--- config.mk ---
export PLATFORM = sky130hd
export DESIGN_NAME = hazard_ctrl
export DESIGN_NICKNAME = d
export VERILOG_FILES = /design/src/rtl/hazard_ctrl_pkg.sv /design/src/rtl/hazard_ctrl_load_use_detect.sv /design/src/rtl/hazard_ctrl.sv
export SDC_FILE = /design/constraint.sdc
export NUM_CORES = 1
export LEC_CHECK = 0
export ABC_AREA = 1
export ABC_CLOCK_PERIOD_IN_PS = 2400
export BUFFER_PORTS_ARGS = -buffer_cell sky130_fd_sc_hd__buf_2
export CORE_MARGIN = 1.5
export CORE_UTILIZATION = 56
export DETAILED_ROUTE_END_ITERATION = 10
export PLACE_DENSITY_LB_ADDON = 0.2
export SLEW_MARGIN = 25
export SYNTH_ARGS = -nofsm -noshare
export SYNTH_HDL_FRONTEND = slang
export SYNTH_SLANG_ARGS = --single-unit
--- constraint.sdc ---
create_clock -name clk -period 2.4 [get_ports clk]
set_input_delay 0.48 -clock clk [delete_from_list [all_inputs] [get_ports clk]]
set_output_delay 0.48 -clock clk [all_outputs]
set_load 0.01 [all_outputs]
--- src/rtl/hazard_ctrl_pkg.sv ---
// Shared CPU package: hazard controller state encodings, MDU latency default
// and boot sequence length.
package hazard_ctrl_pkg;

    typedef enum logic [1:0] {
        ST_BOOT     = 2'd0,
        ST_RUN      = 2'd1,
        ST_MDU_BUSY = 2'd2
    } hz_state_e;

    localparam int MDU_LAT_DEFAULT = 32;
    localparam int BOOT_LEN        = 2;

    localparam int CNT_W      = 8;
    localparam int BOOT_CNT_W = 2;
    localparam int REG_W      = 5;

endpackage

--- src/rtl/hazard_ctrl_load_use_detect.sv ---
// Combinational load-use detector: flags an ID instruction that reads the
// register an EX-stage load is about to write.
module load_use_detect
    import hazard_ctrl_pkg::*;
(
    input  logic             i_mem_read,
    input  logic             i_reg_write,
    input  logic [REG_W-1:0] i_rt_idex,
    input  logic [REG_W-1:0] i_rs_ifid,
    input  logic [REG_W-1:0] i_rt_ifid,
    input  logic             i_uses_rs,
    input  logic             i_uses_rt,
    output logic             o_hazard
);

    logic [REG_W-1:0] w_src [2];
    logic [1:0]       w_use;
    logic [1:0]       w_match;
    logic             w_load_live;

    assign w_src[0] = i_rs_ifid;
    assign w_src[1] = i_rt_ifid;
    assign w_use    = {i_uses_rt, i_uses_rs};

    // Register 0 is hard-wired, so a load targeting it never creates a hazard.
    assign w_load_live = i_mem_read && i_reg_write && (i_rt_idex != '0);

    generate
        for (genvar gi = 0; gi < 2; gi++) begin : g_src
            assign w_match[gi] = w_use[gi] && (w_src[gi] == i_rt_idex);
        end
    endgenerate

    assign o_hazard = w_load_live && (|w_match);

endmodule

--- src/rtl/hazard_ctrl.sv ---
// Pipeline hazard controller: boot flush sequence, MDU busy tracking,
// prioritised stall/flush generation and a front-end stall counter.
module hazard_ctrl
    import hazard_ctrl_pkg::*;
#(
    parameter int MDU_LAT = MDU_LAT_DEFAULT
) (
    input  logic             clk,
    input  logic             rst,
    input  logic [REG_W-1:0] Rs_IFID,
    input  logic [REG_W-1:0] Rt_IFID,
    input  logic             UsesRs_ID,
    input  logic             UsesRt_ID,
    input  logic             UsesHILO_ID,
    input  logic             MemRead_IDEX,
    input  logic             RegWrite_IDEX,
    input  logic [REG_W-1:0] Rt_IDEX,
    input  logic             MDUOp_IDEX,
    input  logic             BranchTaken_EX,
    input  logic             MemBusy,
    output logic             PC_Stall,
    output logic             IFID_Stall,
    output logic             IFID_Flush,
    output logic             ID_Stall,
    output logic             ID_Flush,
    output logic             MDUBusy,
    output logic [31:0]      StallCycles
);

    hz_state_e             r_state;
    hz_state_e             w_state_next;
    logic [BOOT_CNT_W-1:0] r_boot_cnt;
    logic [BOOT_CNT_W-1:0] w_boot_cnt_next;
    logic [CNT_W-1:0]      r_cnt;
    logic [CNT_W-1:0]      w_cnt_next;
    logic [31:0]           r_stall_cnt;
    logic [31:0]           w_stall_cnt_next;

    logic w_load_use;
    logic w_mdu_hazard;

    load_use_detect u_load_use_detect (
        .i_mem_read  (MemRead_IDEX),
        .i_reg_write (RegWrite_IDEX),
        .i_rt_idex   (Rt_IDEX),
        .i_rs_ifid   (Rs_IFID),
        .i_rt_ifid   (Rt_IFID),
        .i_uses_rs   (UsesRs_ID),
        .i_uses_rt   (UsesRt_ID),
        .o_hazard    (w_load_use)
    );

    assign w_mdu_hazard = (r_state == ST_MDU_BUSY) && UsesHILO_ID;

    always_ff @(posedge clk) begin
        if (rst) begin
            r_state     <= ST_BOOT;
            r_boot_cnt  <= '0;
            r_cnt       <= '0;
            r_stall_cnt <= '0;
        end else begin
            r_state     <= w_state_next;
            r_boot_cnt  <= w_boot_cnt_next;
            r_cnt       <= w_cnt_next;
            r_stall_cnt <= w_stall_cnt_next;
        end
    end

    // Next-state: MDU entry ignores MemBusy/branch; busy countdown never pauses.
    always_comb begin
        w_state_next    = r_state;
        w_boot_cnt_next = r_boot_cnt;
        w_cnt_next      = r_cnt;
        case (r_state)
            ST_BOOT: begin
                if (r_boot_cnt == BOOT_CNT_W'(BOOT_LEN - 1)) begin
                    w_state_next    = ST_RUN;
                    w_boot_cnt_next = '0;
                end else begin
                    w_boot_cnt_next = r_boot_cnt + 1'b1;
                end
            end
            ST_RUN: begin
                if (MDUOp_IDEX) begin
                    w_state_next = ST_MDU_BUSY;
                    w_cnt_next   = CNT_W'(MDU_LAT);
                end
            end
            ST_MDU_BUSY: begin
                w_cnt_next = r_cnt - 1'b1;
                if (r_cnt == CNT_W'(1)) begin
                    w_state_next = ST_RUN;
                end
            end
            default: begin
                w_state_next    = ST_BOOT;
                w_boot_cnt_next = '0;
                w_cnt_next      = '0;
            end
        endcase
    end

    always_comb begin
        PC_Stall   = 1'b0;
        IFID_Stall = 1'b0;
        IFID_Flush = 1'b0;
        ID_Stall   = 1'b0;
        ID_Flush   = 1'b0;
        if (rst || (r_state != ST_RUN && r_state != ST_MDU_BUSY)) begin
            IFID_Flush = 1'b1;
            ID_Flush   = 1'b1;
        end else if (MemBusy) begin
            PC_Stall   = 1'b1;
            IFID_Stall = 1'b1;
            ID_Stall   = 1'b1;
        end else if (BranchTaken_EX) begin
            IFID_Flush = 1'b1;
            ID_Flush   = 1'b1;
        end else if (w_mdu_hazard || w_load_use) begin
            // Hold fetch and ID, inject a bubble into EX.
            PC_Stall   = 1'b1;
            IFID_Stall = 1'b1;
            ID_Flush   = 1'b1;
        end
    end

    always_comb begin
        w_stall_cnt_next = r_stall_cnt;
        if (PC_Stall && (r_state != ST_BOOT) && (r_stall_cnt != 32'hFFFF_FFFF)) begin
            w_stall_cnt_next = r_stall_cnt + 32'd1;
        end
    end

    assign MDUBusy     = (r_state == ST_MDU_BUSY) && !rst;
    assign StallCycles = r_stall_cnt;

endmodule

==> reports/summary.txt, run 1 <==
Avg WL per Cell - 13.8 um
number of synthesized flops with an enable pin - 0
final cell count without fillers - 620
Final HPWL DP - 6.32 mm
leading post-synthesis cells by cell area - dfxtp_1, nand2_1, nand4_1, inv_1, nor2_1
critical path required time - 1920 ps
total power density per cell area - 695 mW/mm^2
share of cells above drive strength 1 - 20.9%
WL final - 8.57 mm
Top FF cell, synth - dfxtp_1
clk sinks - 44
Period minus WS final - 2350 ps
min-delay worst type - register to register
syn nets - 519
fmax - 426 MHz
CTS tree - yes
row count - 26
Clock Tree Root - clkbuf_8
fin util - 69.5%
area leader, netlist - dfxtp_1
Bufs on Longest Clock Path - 2
DRC viols - 0
core area - 0.00524 mm^2
crit start category - register
VDD IR-drop max - 0.000650 V
synthesized area - 0.00310 mm^2
synthesis-to-finish area growth - 17.3%
initial antenna violation count - 0
starting density of the core - 59.2%
Post-synth ARST share - 0%
worst hold slack - 452 ps
remaining antenna violation count - 0
Total Routing Usage GR - 29.8%
type of the worst setup path - register to output pin
I/O pin cnt - 63
Lkg Pwr - 1.59 nW
register area share after synthesis - 28.4%
via count - 3434
Post-Syn Instances - 487
CTS buffer count - 5
H-tree depth - 2
placed insts - 611
number of diodes - 0
Die W - 77.4 um
pin count of the biggest net entering global routing - 35
Pre-Repair DR Iteration Count - 9
die area - 0.00600 mm^2
max-slew violation count - 0
total power - 2.53 mW
vias in the first global route - 3070
mean post-synth cell area - 6.37 um^2
Slew HR - 62.3%
period utilisation layout - 97.7%
clock skew - 9.96 ps
top cell type's share of synthesized area - 28.4%
status - completed
Worst-Margin Slew - 561 ps
Worst setup EP type - output pin
GP Congestion - 0.939
CTS Hold Buffers Added - 0
Critical Path AT - 1870 ps
crit path max fanout - 3
Via-to-Cell Ratio - 5.54
first-pass GRT wire length - 14.4 mm
Port Buffers - 62
1st-iter DRT viols - 274
GRT overflow - 0
CTS clk-pin slew, worst paths - 90 ps
final setup fails - 0
chip height - 77.4 um
maxcap violations - 0
setup TNS - 0 ps
most frequent cell after synthesis - nand2_1
number of nets in the layout - 581
fillers - 503
Yosys reg bits - 44
Unique masters post-synth - 34
final hold violations - 0
warnings from Yosys - 0
Post-synth top cells - nand2_1, inv_1, nor2_1
Clk Latency, worst-skew pair - 310 ps
-- sequential cells by signal (all words and copies together) (netlist names) --
name         count
r_cnt            8
StallCycles     32
r_state          2
r_boot_cnt       2
-- power breakdown --
part | internal, mW | switching [mW] | total (mW)
Clock | 0.314 | 0.285 | 0.599
Combinational | 0.336 | 0.717 | 1.05
Sequential | 0.820 | 0.0583 | 0.878
Total | 1.47 | 1.06 | 2.53
-- final timing paths --
path,startpoint,endpoint,slack [ps],depth (start not counted)
worst max register to register,r_state[0],StallCycles[29],250,12
worst min register to register,r_boot_cnt[1],r_boot_cnt[1],450,2
worst min-delay path,r_boot_cnt[1],r_boot_cnt[1],450,2
worst max-delay path,r_state[0],PC_Stall,50,9
-- cells in the final DEF (no fill, tap or decap), types with 7 or more instances in the layout --
cell type	n
inv_1	59
xnor2_1	8
nand2_1	127
nand2_2	10
a21oi_2	9
nand3_1	18
nor2_1	54
o21ai_0	11
buf_2	62
buf_4	7
xor2_1	16
dfxtp_1	42
a21oi_1	29
nor3_1	14
nand4_1	39
-- cell families (layout without fill, tap and decap cells) --
| family | Yosys count | after routing | share of synthesized area, % |
|---|---|---|---|
| AOI/OAI and AO/OA | 54 | 54 | 10.2 |
| DFF | 44 | 44 | 28.4 |
| and+or+nand+nor | 280 | 280 | 41.5 |
| xor gates and xnor gates | 24 | 24 | 6.77 |
| adders and majority gates | 7 | 7 | 2.82 |
| buffers and inverters | 78 | 141 | 10.4 |
-- repair_timing --
action                                  CTS  global route
endpoints found under the setup margin    2             4
resized for setup                         4             5
cloned                                    0             0
pin swaps                                 1             1
setup buffers                             1             0
-- cell type report --
class	instances	area (um^2)	share of cell area, %
multi-input cells	365	1930	53.1
flip-flops and latches	44	883	24.3
repair buffers	70	383	10.5
inverters	63	236	6.50
well taps	70	87.6	2.41
clock buffers	5	68.8	1.89
clock inverters	3	46.3	1.27
-- per-stage QoR --
step | setup WS (ps) | instance area [um^2]
6_report | 54.9 | 3640
3_5_place_dp | 83.0 | 3480
5_1_grt | -49.2 | 3640
2_1_floorplan | 192 | 3100
4_1_cts | 2.80 | 3620
3_3_place_gp | 199 | 3480
-- critical path, cell delays in order (launching register included) --
cell and delay, ps:
dfxtp_2 360, inv_1 90, ha_4 290, inv_1 70
nor2_2 130, inv_1 100, nor2_2 150, nand2_1 110
nand2_4 110, buf_2 130
-- routing by layer --
layer / GRT usage (%) / vias up / part of all wire, %
li1: - / 1699 / -
met1: 40.5 / 1574 / 45
met2: 48.6 / 142 / 46
met3: 5.29 / 19 / 6.5
met4: 8.18 / 0 / 1.9
met5: 0 / - / 0
Note: power is estimated with default switching activity, not from simulation.
==> run 2: changes to the inputs <==
- CELL_PAD_IN_SITES_DETAIL_PLACEMENT: not set -> 0
- CELL_PAD_IN_SITES_GLOBAL_PLACEMENT: not set -> 1
- CORE_UTILIZATION: 56 -> 38
==> reports/summary.txt, run 2 (synthesis gave the netlist of run 1 again) <==
Crit. Startpoint - r_state[1] (was r_state[0])
row count - 32 (was 26)
GRT overflow - 0 (unchanged)
Worst-Margin Slew - 654 ps (was 561 ps)
CTS tree - yes (unchanged)
maxcap violations - 0 (unchanged)
WHS Endpoint - r_boot_cnt[1] (unchanged)
GP Congestion - 0.911 (was 0.939)
worst hold slack - 440 ps (was 452 ps)
max-slew violation count - 0 (unchanged)
most frequent cells in the layout - nand2_1, buf_2, inv_1 (unchanged)
R2R Path Start - StallCycles[0] (was r_state[0])
Bufs on Longest Clock Path - 2 (unchanged)
number of diodes - 0 (unchanged)
first-pass GRT wire length - 14.6 mm (was 14.4 mm)
Cell Int Power - 1.36 mW (was 1.47 mW)
status - completed (unchanged)
final setup fails - 0 (unchanged)
fillers - 848 (was 503)
Total Routing Usage GR - 21.3% (was 29.8%)
synthesis-to-finish area growth - 18.1% (was 17.3%)
met2 wire len - 3.78 mm (was 3.97 mm)
number of nets in the layout - 582 (was 581)
Pre-Repair DR Iteration Count - 4 (was 9)
clk sinks - 44 (unchanged)
starting density of the core - 39.7% (was 59.2%)
Critical Path Max Stage Delay - 350 ps (was 360 ps)
Reg2Reg Depth - 9 (was 12)
Final HPWL DP - 6.62 mm (was 6.32 mm)
most used cell, CP - inv_1 (unchanged)
met3 wire len - 470 um (was 561 um)
vias in the first global route - 3089 (was 3070)
Worst Hold Launch - r_boot_cnt[1] (unchanged)
Seq pwr share - 36.2% (was 34.7%)
Lkg Pwr - 1.59 nW (about the same)
Clk Latency, worst-skew pair - 310 ps (about the same)
Gate power share - 42.1% (was 41.6%)
DRC viols - 0 (unchanged)
Slew HR - 56.0% (was 62.3%)
chip height - 93.4 um (was 77.4 um)
share of cells above drive strength 1 - 21.1% (was 20.9%)
Sw Pwr - 1.06 mW (about the same)
unrepaired setup endpoints after global routing - false
CP max-delay cell - dfxtp_2 (unchanged)
Clock Tree Root - clkbuf_8 (unchanged)
area taken by multi-input logic gates - 0.00193 mm^2 (unchanged)
Period minus WS final - 2260 ps (was 2350 ps)
total power density per cell area - 659 mW/mm^2 (was 695 mW/mm^2)
period utilisation layout - 94.1% (was 97.7%)
reg2reg setup slack - 270 ps (was 250 ps)
setup TNS - 0 ps (unchanged)
type of the worst setup path - register to output pin (unchanged)
1st-iter DRT viols - 177 (was 274)
crit start category - register (unchanged)
flip-flop count of the largest register after layout - 32 (unchanged)
remaining antenna violation count - 0 (unchanged)
Worst setup EP type - output pin (unchanged)
CTS buffer count - 5 (unchanged)
Port Buffers - 62 (unchanged)
fmax - 443 MHz (was 426 MHz)
core area - 0.00781 mm^2 (was 0.00524 mm^2)
switching part of the total power - 43.7% (was 41.9%)
Avg WL per Cell - 13.4 um (was 13.8 um)
worst hold path stage count - 2 (unchanged)
final hold violations - 0 (unchanged)
min-delay worst type - register to register (unchanged)
VDD IR-drop max - 0.000412 V (was 0.000650 V)
Critical Path AT - 1780 ps (was 1870 ps)
Die W - 93.4 um (was 77.4 um)
crit-path cells - inv_1 -> ha_4 -> inv_1 -> nor2_2 -> inv_1 -> nor2_2 -> nand2_1 -> nand2_4 -> buf_2 (unchanged)
I/O pin cnt - 63 (unchanged)
die area - 0.00872 mm^2 (was 0.00600 mm^2)
crit path max fanout - 4 (was 3)
H-tree depth - 2 (unchanged)
initial antenna violation count - 0 (unchanged)
critical path required time - 1920 ps (about the same)
Via-to-Cell Ratio - 5.01 (was 5.54)
commonest non-fill, non-tap cell in the layout - nand2_1 (unchanged)
register area - 883 um^2 (unchanged)
Met1 Wirelength - 4.43 mm (was 3.87 mm)
WL final - 8.78 mm (was 8.57 mm)
CTS clk-pin slew, worst paths - 100 ps (was 90 ps)
DR top layer - met4 (unchanged)
clock skew - 7.10 ps (was 9.96 ps)
pin count of the biggest net entering global routing - 35 (unchanged)
clock power share - 21.7% (was 23.7%)
FF-to-FF End - StallCycles[24] (was StallCycles[29])
via count - 3273 (was 3434)
==> run 2: cell count changes in the layout (fill, tap and decap cells not counted) <==
| cell | previous run | this run |
|---|---|---|
| clkinv_4 | 0 | 1 |
| buf_4 | 7 | 8 |
| bufinv_16 | 1 | 0 |
| clkinvlp_4 | 1 | 0 |
| inv_6 | 1 | 2 |
==> run 2: how the worst max path moves through the flow <==
stage / end / slack (ps) / cells after the start
global placement: PC_Stall / 290 / 9
floorplan: PC_Stall / 190 / 10
CTS: IFID_Stall / 0.4 / 9
finish: IFID_Stall / 140 / 9
detailed placement: PC_Stall / 210 / 9
global route: PC_Stall / 8 / 9
==> run 2: what timing repair did <==
| item | 4_1_cts | 5_1_grt |
|---|---|---|
| endpoints found under the setup margin | 2 | 2 |
| setup buffers | 0 | 0 |
| resized for setup | 3 | 6 |
| cloned | 0 | 0 |
| pin swaps | 0 | 0 |
| hold buffers | 0 | 0 |
| hold endpoints to repair | 0 | 0 |
==> run 2: stage by stage <==
step / setup slack, ps / util, % / instance area [um^2] / power (mW) / cells
after global routing: 7.91 / 47.0 / 3670 / 2.59 / 653
final: 141 / 47.0 / 3670 / 2.42 / 653
after CTS: 0.374 / 46.6 / 3640 / 2.39 / 653
after detailed placement: 213 / 45.3 / 3540 / 1.85 / 645
after floorplan: 192 / - / 3100 / 1.59 / 487
after global placement: 294 / 45.3 / 3540 / 1.86 / 645
==> run 2: power by group through the flow <==
stage / clock, mW / sequential [mW] / combinational [mW]
after global placement: 0 / 0.885 / 0.970
after CTS: 0.544 / 0.871 / 0.974
final: 0.525 / 0.874 / 1.02
after detailed placement: 0 / 0.888 / 0.959
after floorplan: 0 / 0.878 / 0.715
after global routing: 0.565 / 0.885 / 1.14
==> run 2: critical path, delay by kind of cell, from the launching register on <==
family | cells | cell delay, ps
flip-flops | 1 | 350
AND/OR/NAND/NOR | 4 | 430
buffers and inverters | 4 | 390
adder cells (fa/ha/maj) | 1 | 290
==> run 2: cell type report <==
type                       count  area share (%)
sequential                    44            24.1
inverter                      63            6.45
multi-input combinational    365            52.7
tap                          102            3.48
timing repair buffer          71            10.6
clock inverter                 3           0.717
clock buffer                   5            1.88
==> run 2: per-layer routing <==
layer / vias up / global-route usage, %
met5: - / 0
met4: 0 / 5.81
met3: 7 / 3.74
met2: 73 / 34.3
met1: 1484 / 29.2
li1: 1709 / -
==> run 3: changes to the inputs <==
==> constraint.sdc (replaced) <==
create_clock -name clk -period 2.4 [get_ports clk]
set_input_delay 0.24 -clock clk [delete_from_list [all_inputs] [get_ports clk]]
set_output_delay 0.24 -clock clk [all_outputs]
set_load 0.01 [all_outputs]
==> reports/summary.txt, run 3 (synthesis gave the netlist of run 1 again) <==
status - completed (unchanged)
synthesis-to-finish area growth - 20.4% (was 18.1%)
setup TNS - 0 ps (unchanged)
DRC viols - 0 (unchanged)
Bufs on Longest Clock Path - 2 (unchanged)
1st-iter DRT viols - 221 (was 177)
GP Congestion - 0.864 (was 0.911)
most used cell, CP - inv_1 (unchanged)
type of the worst setup path - register to output pin (unchanged)
Clk Latency, worst-skew pair - 310 ps (about the same)
max-slew violation count - 0 (unchanged)
Via-to-Cell Ratio - 5.06 (was 5.01)
Total Routing Usage GR - 21.4% (was 21.3%)
flip-flop count of the largest register after layout - 32 (unchanged)
register area - 883 um^2 (unchanged)
remaining antenna violation count - 0 (unchanged)
worst hold slack - 346 ps (was 440 ps)
number of nets in the layout - 581 (was 582)
share of cells above drive strength 1 - 20.5% (was 21.1%)
VDD IR-drop max - 0.000443 V (was 0.000412 V)
Critical Path AT - 2050 ps (was 1780 ps)
maxcap violations - 0 (unchanged)
chip height - 93.4 um (unchanged)
crit start category - register (unchanged)
crit path max fanout - 17 (was 4)
Critical Path Max Stage Delay - 360 ps (was 350 ps)
vias in the first global route - 3040 (was 3089)
CTS Hold Buffers Added - 0 (unchanged)
Die W - 93.4 um (unchanged)
row count - 32 (unchanged)
GRT overflow - 0 (unchanged)
Period minus WS final - 2290 ps (was 2260 ps)
clk sinks - 44 (unchanged)
most frequent cells in the layout - nand2_1, buf_2, inv_1 (unchanged)
area taken by multi-input logic gates - 0.00192 mm^2 (was 0.00193 mm^2)
pin count of the biggest net entering global routing - 35 (unchanged)
crit-path cells - inv_1 -> ha_1 -> inv_1 -> nor2_1 -> inv_1 -> nor2_4 -> inv_1 -> nand2_2 -> buf_12 -> buf_2 (was inv_1 -> ha_4 -> inv_1 -> nor2_2 -> inv_1 -> nor2_2 -> nand2_1 -> nand2_4 -> buf_2)
Slew HR - 63.3% (was 56.0%)
Worst-Margin Slew - 546 ps (was 654 ps)
final setup fails - 0 (unchanged)
Port Buffers - 62 (unchanged)
H-tree depth - 2 (unchanged)
critical path required time - 2160 ps (was 1920 ps)
die area - 0.00872 mm^2 (unchanged)
Avg WL per Cell - 14.0 um (was 13.4 um)
fillers - 848 (unchanged)
CP bufs+invs - 6 (was 4)
first-pass GRT wire length - 14.9 mm (was 14.6 mm)
clock skew - 9.43 ps (was 7.10 ps)
CTS buffer count - 5 (unchanged)
Final HPWL DP - 6.61 mm (was 6.62 mm)
I/O pin cnt - 63 (unchanged)
core area - 0.00781 mm^2 (unchanged)
fmax - 436 MHz (was 443 MHz)
total power density per cell area - 725 mW/mm^2 (was 659 mW/mm^2)
WL final - 9.10 mm (was 8.78 mm)
total power - 2.71 mW (was 2.42 mW)
CTS tree - yes (unchanged)
via count - 3298 (was 3273)
min-delay worst type - input port to register (was register to register)
period utilisation layout - 95.5% (was 94.1%)
reg2reg setup slack - 350 ps (was 270 ps)
Lkg Pwr - 1.62 nW (was 1.59 nW)
final hold violations - 0 (unchanged)
Pre-Repair DR Iteration Count - 4 (unchanged)
Clock Tree Root - clkbuf_8 (unchanged)
initial antenna violation count - 0 (unchanged)
starting density of the core - 39.7% (unchanged)
CTS clk-pin slew, worst paths - 80 ps (was 100 ps)
commonest non-fill, non-tap cell in the layout - nand2_1 (unchanged)
CP delay by family, top - buffers and inverters (was simple AND/OR/NAND/NOR gates)
Post-CTS Setup Repair Bufs - 0 (unchanged)
fin util - 47.9% (was 47.0%)
Worst setup EP type - output pin (unchanged)
number of diodes - 0 (unchanged)
CP max-delay cell - dfxtp_2 (unchanged)
==> run 3: changes by cell type in the layout (fill, tap and decap cells not counted), moves of 2 or more <==
cell and change:
bufinv_16 +3, nor2_2 -2, inv_6 -2, buf_4 -3
==> run 3: stage by stage <==
stage / std cells / setup slack [ps] / area, um^2
2_1_floorplan: 487 / 382 / 3100
5_1_grt: 652 / -11.3 / 3740
4_1_cts: 651 / 21.6 / 3690
3_5_place_dp: 643 / 288 / 3530
3_3_place_gp: 643 / 342 / 3530
6_report: 652 / 108 / 3740
==> run 3: worst paths after layout <==
path / startpoint / endpoint / cells after the start
setup / recovery: r_state[0] / PC_Stall / 10
hold / removal: rst / StallCycles[12] / 3
setup reg to reg: r_state[0] / StallCycles[0] / 13
hold reg to reg: r_boot_cnt[1] / r_boot_cnt[1] / 2
==> run 3: what timing repair did <==
action,CTS,global route
gates resized for setup,0,7
endpoints found under the setup margin,0,2
endpoints found under the hold margin,0,0
==> run 3: per-layer routing <==
metal	vias to the layer above	share of wire [%]	track usage (%)	wire length, um
met5	-	0	0	0
met4	0	0.83	4.17	76
met3	7	4.5	3.74	409
met2	60	44	34.6	4040
met1	1514	50	29.9	4570
li1	1717	-	-	-
==> run 3: area by class of cell <==
cell class	count	area share (%)
Clock inverter	3	2.41
Multi-Input combinational cell	365	51.3
Clock buffer	5	1.84
Inverter	63	6.33
Tap cell	102	3.41
Timing Repair Buffer	70	11.0
Sequential cell	44	23.6
==> run 3: tightest hold or removal path, delay by kind of cell <==
family,cells,cell delay [ps]
buffers and inverters,2,330
AO/OA/AOI/OAI,1,40
==> run 3: report_power, final <==
part           internal, mW  switching [mW]  total [mW]
sequential            0.820          0.0553       0.875
clock                 0.521           0.281       0.802
combinational         0.332           0.701        1.03
total                  1.67            1.04        2.71
